File: src/rtl/dual_ram_arbiter_if.sv
// Bundle of the two requester channels and the shared RAM port seen by dual_ram_arbiter.
// The arbiter uses the slave modport; the client/RAM side uses master.
interface dual_ram_arbiter_if #(
    parameter int unsigned DATA_W = 8,
    parameter int unsigned ADDR_W = 10
);
    logic              req1;
    logic              we1;
    logic [ADDR_W-1:0] addr1;
    logic [DATA_W-1:0] din1;
    logic              gnt1;
    logic              rvalid1;
    logic [DATA_W-1:0] dout1;

    logic              req2;
    logic              we2;
    logic [ADDR_W-1:0] addr2;
    logic [DATA_W-1:0] din2;
    logic              gnt2;
    logic              rvalid2;
    logic [DATA_W-1:0] dout2;

    logic [ADDR_W-1:0] ram_addr;
    logic [DATA_W-1:0] ram_din;
    logic              ram_we;
    logic              ram_en;
    logic [DATA_W-1:0] ram_dout;
    logic              busy;

    modport slave (
        input  req1, we1, addr1, din1, req2, we2, addr2, din2, ram_dout,
        output gnt1, rvalid1, dout1, gnt2, rvalid2, dout2,
        output ram_addr, ram_din, ram_we, ram_en, busy
    );

    modport master (
        output req1, we1, addr1, din1, req2, we2, addr2, din2, ram_dout,
        input  gnt1, rvalid1, dout1, gnt2, rvalid2, dout2,
        input  ram_addr, ram_din, ram_we, ram_en, busy
    );
endinterface

File: src/rtl/dual_ram_arbiter.sv
// Round-robin arbiter sharing one synchronous RAM port between two single-beat requesters.
// Read data returns in grant order to its owner, RD_LAT+2 cycles after the grant.
module dual_ram_arbiter #(
    parameter int unsigned DATA_W = 8,
    parameter int unsigned ADDR_W = 10,
    parameter int unsigned RD_LAT = 1
) (
    input logic               clk,
    input logic               rst_n,
    dual_ram_arbiter_if.slave bus
);

    typedef enum logic {PtrReq1, PtrReq2} ptr_e;

    ptr_e              ptr_q, ptr_d;
    logic              gnt1, gnt2;
    logic              acc, acc_we;
    logic [ADDR_W-1:0] acc_addr;
    logic [DATA_W-1:0] acc_din;

    logic              ram_en_q, ram_we_q;
    logic [ADDR_W-1:0] ram_addr_q;
    logic [DATA_W-1:0] ram_din_q;

    // Bit k of the tag pipeline is valid in cycle T+1+k for a read granted in cycle T
    logic [RD_LAT:0]   tag_v_q, tag_o_q;
    logic              ret1, ret2;
    logic              rvalid1_q, rvalid2_q;
    logic [DATA_W-1:0] dout1_q, dout2_q;

    always_comb begin
        gnt1     = bus.req1 & (~bus.req2 | (ptr_q == PtrReq1));
        gnt2     = bus.req2 & (~bus.req1 | (ptr_q == PtrReq2));
        acc      = gnt1 | gnt2;
        acc_we   = gnt2 ? bus.we2   : bus.we1;
        acc_addr = gnt2 ? bus.addr2 : bus.addr1;
        acc_din  = gnt2 ? bus.din2  : bus.din1;
        ptr_d    = ptr_q;
        if (gnt1) begin
            ptr_d = PtrReq2;
        end else if (gnt2) begin
            ptr_d = PtrReq1;
        end
    end

    always_ff @(posedge clk or negedge rst_n) begin
        if (!rst_n) begin
            ptr_q <= PtrReq1;
        end else begin
            ptr_q <= ptr_d;
        end
    end

    always_ff @(posedge clk or negedge rst_n) begin
        if (!rst_n) begin
            ram_en_q   <= 1'b0;
            ram_we_q   <= 1'b0;
            ram_addr_q <= '0;
            ram_din_q  <= '0;
        end else begin
            ram_en_q <= acc;
            ram_we_q <= acc & acc_we;
            if (acc) begin
                ram_addr_q <= acc_addr;
                ram_din_q  <= acc_din;
            end
        end
    end

    // Owner bit: 0 = requester 1, 1 = requester 2
    always_ff @(posedge clk or negedge rst_n) begin
        if (!rst_n) begin
            tag_v_q <= '0;
            tag_o_q <= '0;
        end else begin
            tag_v_q <= {tag_v_q[RD_LAT-1:0], acc & ~acc_we};
            tag_o_q <= {tag_o_q[RD_LAT-1:0], gnt2};
        end
    end

    assign ret1 = tag_v_q[RD_LAT] & ~tag_o_q[RD_LAT];
    assign ret2 = tag_v_q[RD_LAT] &  tag_o_q[RD_LAT];

    always_ff @(posedge clk or negedge rst_n) begin
        if (!rst_n) begin
            rvalid1_q <= 1'b0;
            rvalid2_q <= 1'b0;
            dout1_q   <= '0;
            dout2_q   <= '0;
        end else begin
            rvalid1_q <= ret1;
            rvalid2_q <= ret2;
            if (ret1) begin
                dout1_q <= bus.ram_dout;
            end
            if (ret2) begin
                dout2_q <= bus.ram_dout;
            end
        end
    end

    assign bus.gnt1     = gnt1;
    assign bus.gnt2     = gnt2;
    assign bus.ram_en   = ram_en_q;
    assign bus.ram_we   = ram_we_q;
    assign bus.ram_addr = ram_addr_q;
    assign bus.ram_din  = ram_din_q;
    assign bus.rvalid1  = rvalid1_q;
    assign bus.rvalid2  = rvalid2_q;
    assign bus.dout1    = dout1_q;
    assign bus.dout2    = dout2_q;
    assign bus.busy     = ram_en_q | (|tag_v_q) | rvalid1_q | rvalid2_q;

endmodule

File: src/flat_wrapper.sv
// flat-port wrapper written by rule: the top's interface ports become plain ports
module dual_ram_arbiter_flat 
#(
    parameter int unsigned DATA_W = 8,
    parameter int unsigned ADDR_W = 10,
    parameter int unsigned RD_LAT = 1
)
  (clk, rst_n, bus_req1, bus_we1, bus_addr1, bus_din1, bus_req2, bus_we2, bus_addr2, bus_din2, bus_ram_dout, bus_gnt1, bus_rvalid1, bus_dout1, bus_gnt2, bus_rvalid2, bus_dout2, bus_ram_addr, bus_ram_din, bus_ram_we, bus_ram_en, bus_busy);
  dual_ram_arbiter_if #(.DATA_W(DATA_W), .ADDR_W(ADDR_W)) bus_i ();
  input logic clk;
  input logic rst_n;
  input wire logic [$bits(bus_i.req1)-1:0] bus_req1;
  input wire logic [$bits(bus_i.we1)-1:0] bus_we1;
  input wire logic [$bits(bus_i.addr1)-1:0] bus_addr1;
  input wire logic [$bits(bus_i.din1)-1:0] bus_din1;
  input wire logic [$bits(bus_i.req2)-1:0] bus_req2;
  input wire logic [$bits(bus_i.we2)-1:0] bus_we2;
  input wire logic [$bits(bus_i.addr2)-1:0] bus_addr2;
  input wire logic [$bits(bus_i.din2)-1:0] bus_din2;
  input wire logic [$bits(bus_i.ram_dout)-1:0] bus_ram_dout;
  output wire logic [$bits(bus_i.gnt1)-1:0] bus_gnt1;
  output wire logic [$bits(bus_i.rvalid1)-1:0] bus_rvalid1;
  output wire logic [$bits(bus_i.dout1)-1:0] bus_dout1;
  output wire logic [$bits(bus_i.gnt2)-1:0] bus_gnt2;
  output wire logic [$bits(bus_i.rvalid2)-1:0] bus_rvalid2;
  output wire logic [$bits(bus_i.dout2)-1:0] bus_dout2;
  output wire logic [$bits(bus_i.ram_addr)-1:0] bus_ram_addr;
  output wire logic [$bits(bus_i.ram_din)-1:0] bus_ram_din;
  output wire logic [$bits(bus_i.ram_we)-1:0] bus_ram_we;
  output wire logic [$bits(bus_i.ram_en)-1:0] bus_ram_en;
  output wire logic [$bits(bus_i.busy)-1:0] bus_busy;
  assign bus_i.req1 = bus_req1;
  assign bus_i.we1 = bus_we1;
  assign bus_i.addr1 = bus_addr1;
  assign bus_i.din1 = bus_din1;
  assign bus_i.req2 = bus_req2;
  assign bus_i.we2 = bus_we2;
  assign bus_i.addr2 = bus_addr2;
  assign bus_i.din2 = bus_din2;
  assign bus_i.ram_dout = bus_ram_dout;
  assign bus_gnt1 = bus_i.gnt1;
  assign bus_rvalid1 = bus_i.rvalid1;
  assign bus_dout1 = bus_i.dout1;
  assign bus_gnt2 = bus_i.gnt2;
  assign bus_rvalid2 = bus_i.rvalid2;
  assign bus_dout2 = bus_i.dout2;
  assign bus_ram_addr = bus_i.ram_addr;
  assign bus_ram_din = bus_i.ram_din;
  assign bus_ram_we = bus_i.ram_we;
  assign bus_ram_en = bus_i.ram_en;
  assign bus_busy = bus_i.busy;
  dual_ram_arbiter #(.DATA_W(DATA_W), .ADDR_W(ADDR_W), .RD_LAT(RD_LAT)) u_core (.clk(clk), .rst_n(rst_n), .bus(bus_i));
endmodule
File: config.mk
export PLATFORM = sky130hd
export DESIGN_NAME = dual_ram_arbiter_flat
export DESIGN_NICKNAME = d
export VERILOG_FILES = /design/src/rtl/dual_ram_arbiter_if.sv /design/src/rtl/dual_ram_arbiter.sv /design/src/flat_wrapper.sv
export SDC_FILE = /design/constraint.sdc
export NUM_CORES = 1
export LEC_CHECK = 0
export CAP_MARGIN = 20
export CORE_MARGIN = 5
export CORE_UTILIZATION = 35
export CTS_CLUSTER_SIZE = 24
export DETAILED_ROUTE_END_ITERATION = 16
export GPL_ROUTABILITY_DRIVEN = 0
export GPL_TIMING_DRIVEN = 0
export HOLD_SLACK_MARGIN = 0.03
export PLACE_DENSITY = 0.74
export SLEW_MARGIN = 20
export SYNTH_ARGS = -nofsm -noshare
export SYNTH_HDL_FRONTEND = slang
export SYNTH_SLANG_ARGS = --single-unit
File: constraint.sdc
create_clock -name clk -period 1.15 [get_ports clk]
set_input_delay 0.23 -clock clk [delete_from_list [all_inputs] [get_ports clk]]
set_output_delay 0.23 -clock clk [all_outputs]
set_load 0.01 [all_outputs]
==> out/metrics.yaml <==
status: "finished with violations"
violated_checks: "setup timing"
critical_path_peak_fanout: 5
postSynthCellCount: 126
die_y_um: 81.1
first_global_vias: 1533
gr-total-overflow: 0
p_sw_mw: 1.18
report.final.slew_viol_count: 0
crit_required_ps: 920
synth_cell_type_count: 23
most_area_consuming_cells_after_synthesis: "dfrtp_1, mux2_2, o221a_1, or3_1, o221a_2"
clock_path_buffers: 2
placed_cell_area_sq_um: 2770
post_route_cells_drive_above_1_share_pct: 45.7
setup_viol_count_final: 28
synth-warning-count: 0
finalSetupTns_ps: -2260
share_clk_of_total_power_pct: 22.6
pre_cts_ws_ps: -812
cts-htree-levels: 2
dr_wl_cell_um: 16.0
area.growth.synth_to_final_pct: 64.2
timing.slew.headroom_pct: 77.0
place_hpwl_mm: 3.53
placementRows: 25
core_sq_um: 4820
crit_path_max_incr_delay_ps: 440
timing_limited_maximum_frequency_mhz: 735
final_critical_path_setup_slack_ps: -210
cp_data_arrival_time_ps: 1130
num_io_pins: 91
length_of_the_first_detailed_routing_pass_in_iterations: 4
synth_seq_cells: 43
tightest_slew_ps: 345
p_leak_nw: 1.33
numnets_final: 292
power_frac_comb_pct: 30.8
grt_use_total_pct: 15.5
grt_antenna_before_repair: 0
ir_drop_mv: 0.613
final_antenna_net_count: 0
final_hold_violation_count: 0
p_per_area_nw_per_um2: 1410
clk_pin_slew_ps: 80
grt_start_max_net_pins: 32
global_route_wire_length_before_repair_mm: 7.62
route.detailed.vias_per_inst: 4.79
pwr-share-seq_pct: 46.7
critical-path-slowest-cell: "dfrtp_2"
drt_wl_total_mm: 4.96
root_buffer: "clkbuf_8"
hold_path_class: "input port to asynchronous set/reset pin"
worst_clock_skew_ps: 6.09
die_width_um: 81.1
die_area_sq_um: 6570
tritoncts_clock_tree: "yes"
cell_by_cell_listing_of_the_critical_path: "nand2b_4 > nand2_4 > inv_4 > buf_6"
worstSetupPathType: "flop to primary output"
initialDrtViolationCount: 23
yosysSeqAreaShare_pct: 60.9
yosys.area.top_type_share_pct: 60.9
numClockSinks: 43
drc_errors: 0
initial_core_utilization_pct: 36.7
synth_top_area_cell: "dfrtp_1"
route.vias.total: 1484
period_minus_slack_ps: 1360
postSynthNetCount: 176
synth.avg_cell_area_sq_um: 14.0
startpoint_type: "flop"
place.port_buffers: 90
postLayoutCoreUtil_pct: 60.3
final_cell_area_sq_um: 2900
proportion_of_total_power_due_to_net_switching_pct: 28.6
total_inserted_antenna_cells: 0
tritoncts.num_buffers: 5
hold-worst-slack_ps: 358
crit_path_end_kind: "primary output"
worst_skew_pair.late_latency_ps: 290
internal-power_mw: 2.93
synth_area_sq_um: 1770
maxCapViolations: 0
final.period_utilization_pct: 118
setup_repair_after_global_routing_missed_its_margin: "true"
[cells in the mapped netlist, drive strengths merged]
master	count
o22ai	1
o21ai	4
buf	7
o221a	15
nor2	1
nand2b	2
or3	15
mux2i	3
mux2	16
and3b	3
nor3	1
a31oi	3
or2	1
nand2	5
a22o	1
dfrtp	43
inv	5
[sequential cells by signal (all words and copies together) (netlist names)]
register             flops
u_core.bus.ram_en        1
u_core.tag_v_q           2
u_core.bus.ram_we        1
u_core.bus.ram_din       8
u_core.bus.dout2         8
u_core.bus.rvalid2       1
u_core.bus.dout1         8
u_core.ptr_q             1
u_core.tag_o_q           2
u_core.bus.rvalid1       1
u_core.bus.ram_addr     10
[power by group through the flow]
| stage | sequential (mW) | clock [mW] | combinational (mW) |
|---|---|---|---|
| floorplan | 2.04 | 0 | 0.369 |
| CTS | 1.91 | 0.975 | 1.25 |
| global route | 1.95 | 1.03 | 1.37 |
| global placement | 1.93 | 0 | 1.28 |
| finish | 1.92 | 0.927 | 1.26 |
| detailed placement | 1.94 | 0 | 1.30 |
[worst max-delay path, delay by kind of cell, from the launching register on]
family	cells	cell delay, ps
buffers and inverters	2	150
DFF	1	440
and+or+nand+nor	2	240
[area by class of cell]
class | instances | area (sq um)
sequential | 43 | 1080
multi-input combinational | 71 | 694
buffer | 7 | 63.8
tap | 67 | 83.8
clock buffer | 5 | 68.8
fill | 432 | 1910
inverter | 5 | 21.3
timing repair buffer | 109 | 877
clock inverter | 3 | 15.0
[per-stage QoR]
step / cells / total power, mW
after floorplan: 126 / 2.41
after global placement: 283 / 3.21
after detailed placement: 284 / 3.24
after CTS: 300 / 4.14
after global routing: 310 / 4.35
final: 310 / 4.11
[metal layers]
| metal | track usage, % | part of all wire (%) |
|---|---|---|
| met1 | 19.8 | 43 |
| met2 | 22.5 | 42 |
| met3 | 6.65 | 13 |
| met5 | 0 | 0 |
| met4 | 7.43 | 1.8 |
[timing repair]
action                                  in CTS  in global routing
pin swaps                                    4                  5
buffers inserted                             6                 11
gates resized for setup                    163                 32
endpoints found under the hold margin       12                  0
gates cloned                                 1                  0
endpoints found under the setup margin      77                 51
hold buffers                                 1                  0
[placed cells by master (no fill, tap or decap), drive strengths merged, types with 4 or more instances in the layout]
cell	n
inv	5
dfrtp	43
clkbuf	12
o221a	15
nand2	5
mux2	16
or3	15
buf	60
clkdlybuf4s50	46
o21ai	4
[logic make-up after synthesis]
logic type	Yosys count	share of synthesized area, %
flops	43	60.9
compound gates	24	12.6
buf+inv	12	4.10
mux	19	11.9
simple gates	28	10.5
[path summary, 6_finish.rpt]
| path | startpoint | end | slack, ps | cells past startpoint |
|---|---|---|---|---|
| hold / removal | rst_n | u_core.bus.ram_din[7] | 360 | 2 |
| setup / recovery | u_core.ptr_q | bus_gnt2 | -210 | 4 |
| max in group asynchronous | rst_n | u_core.tag_o_q[1] | 300 | 3 |
| min in group clk | u_core.tag_o_q[0] | u_core.tag_o_q[1] | 360 | 0 |
| setup reg to reg | u_core.ptr_q | u_core.bus.ram_addr[3] | -140 | 5 |
| hold reg to reg | u_core.tag_o_q[0] | u_core.tag_o_q[1] | 360 | 0 |
No activity file was read; power rests on OpenSTA's default activity.
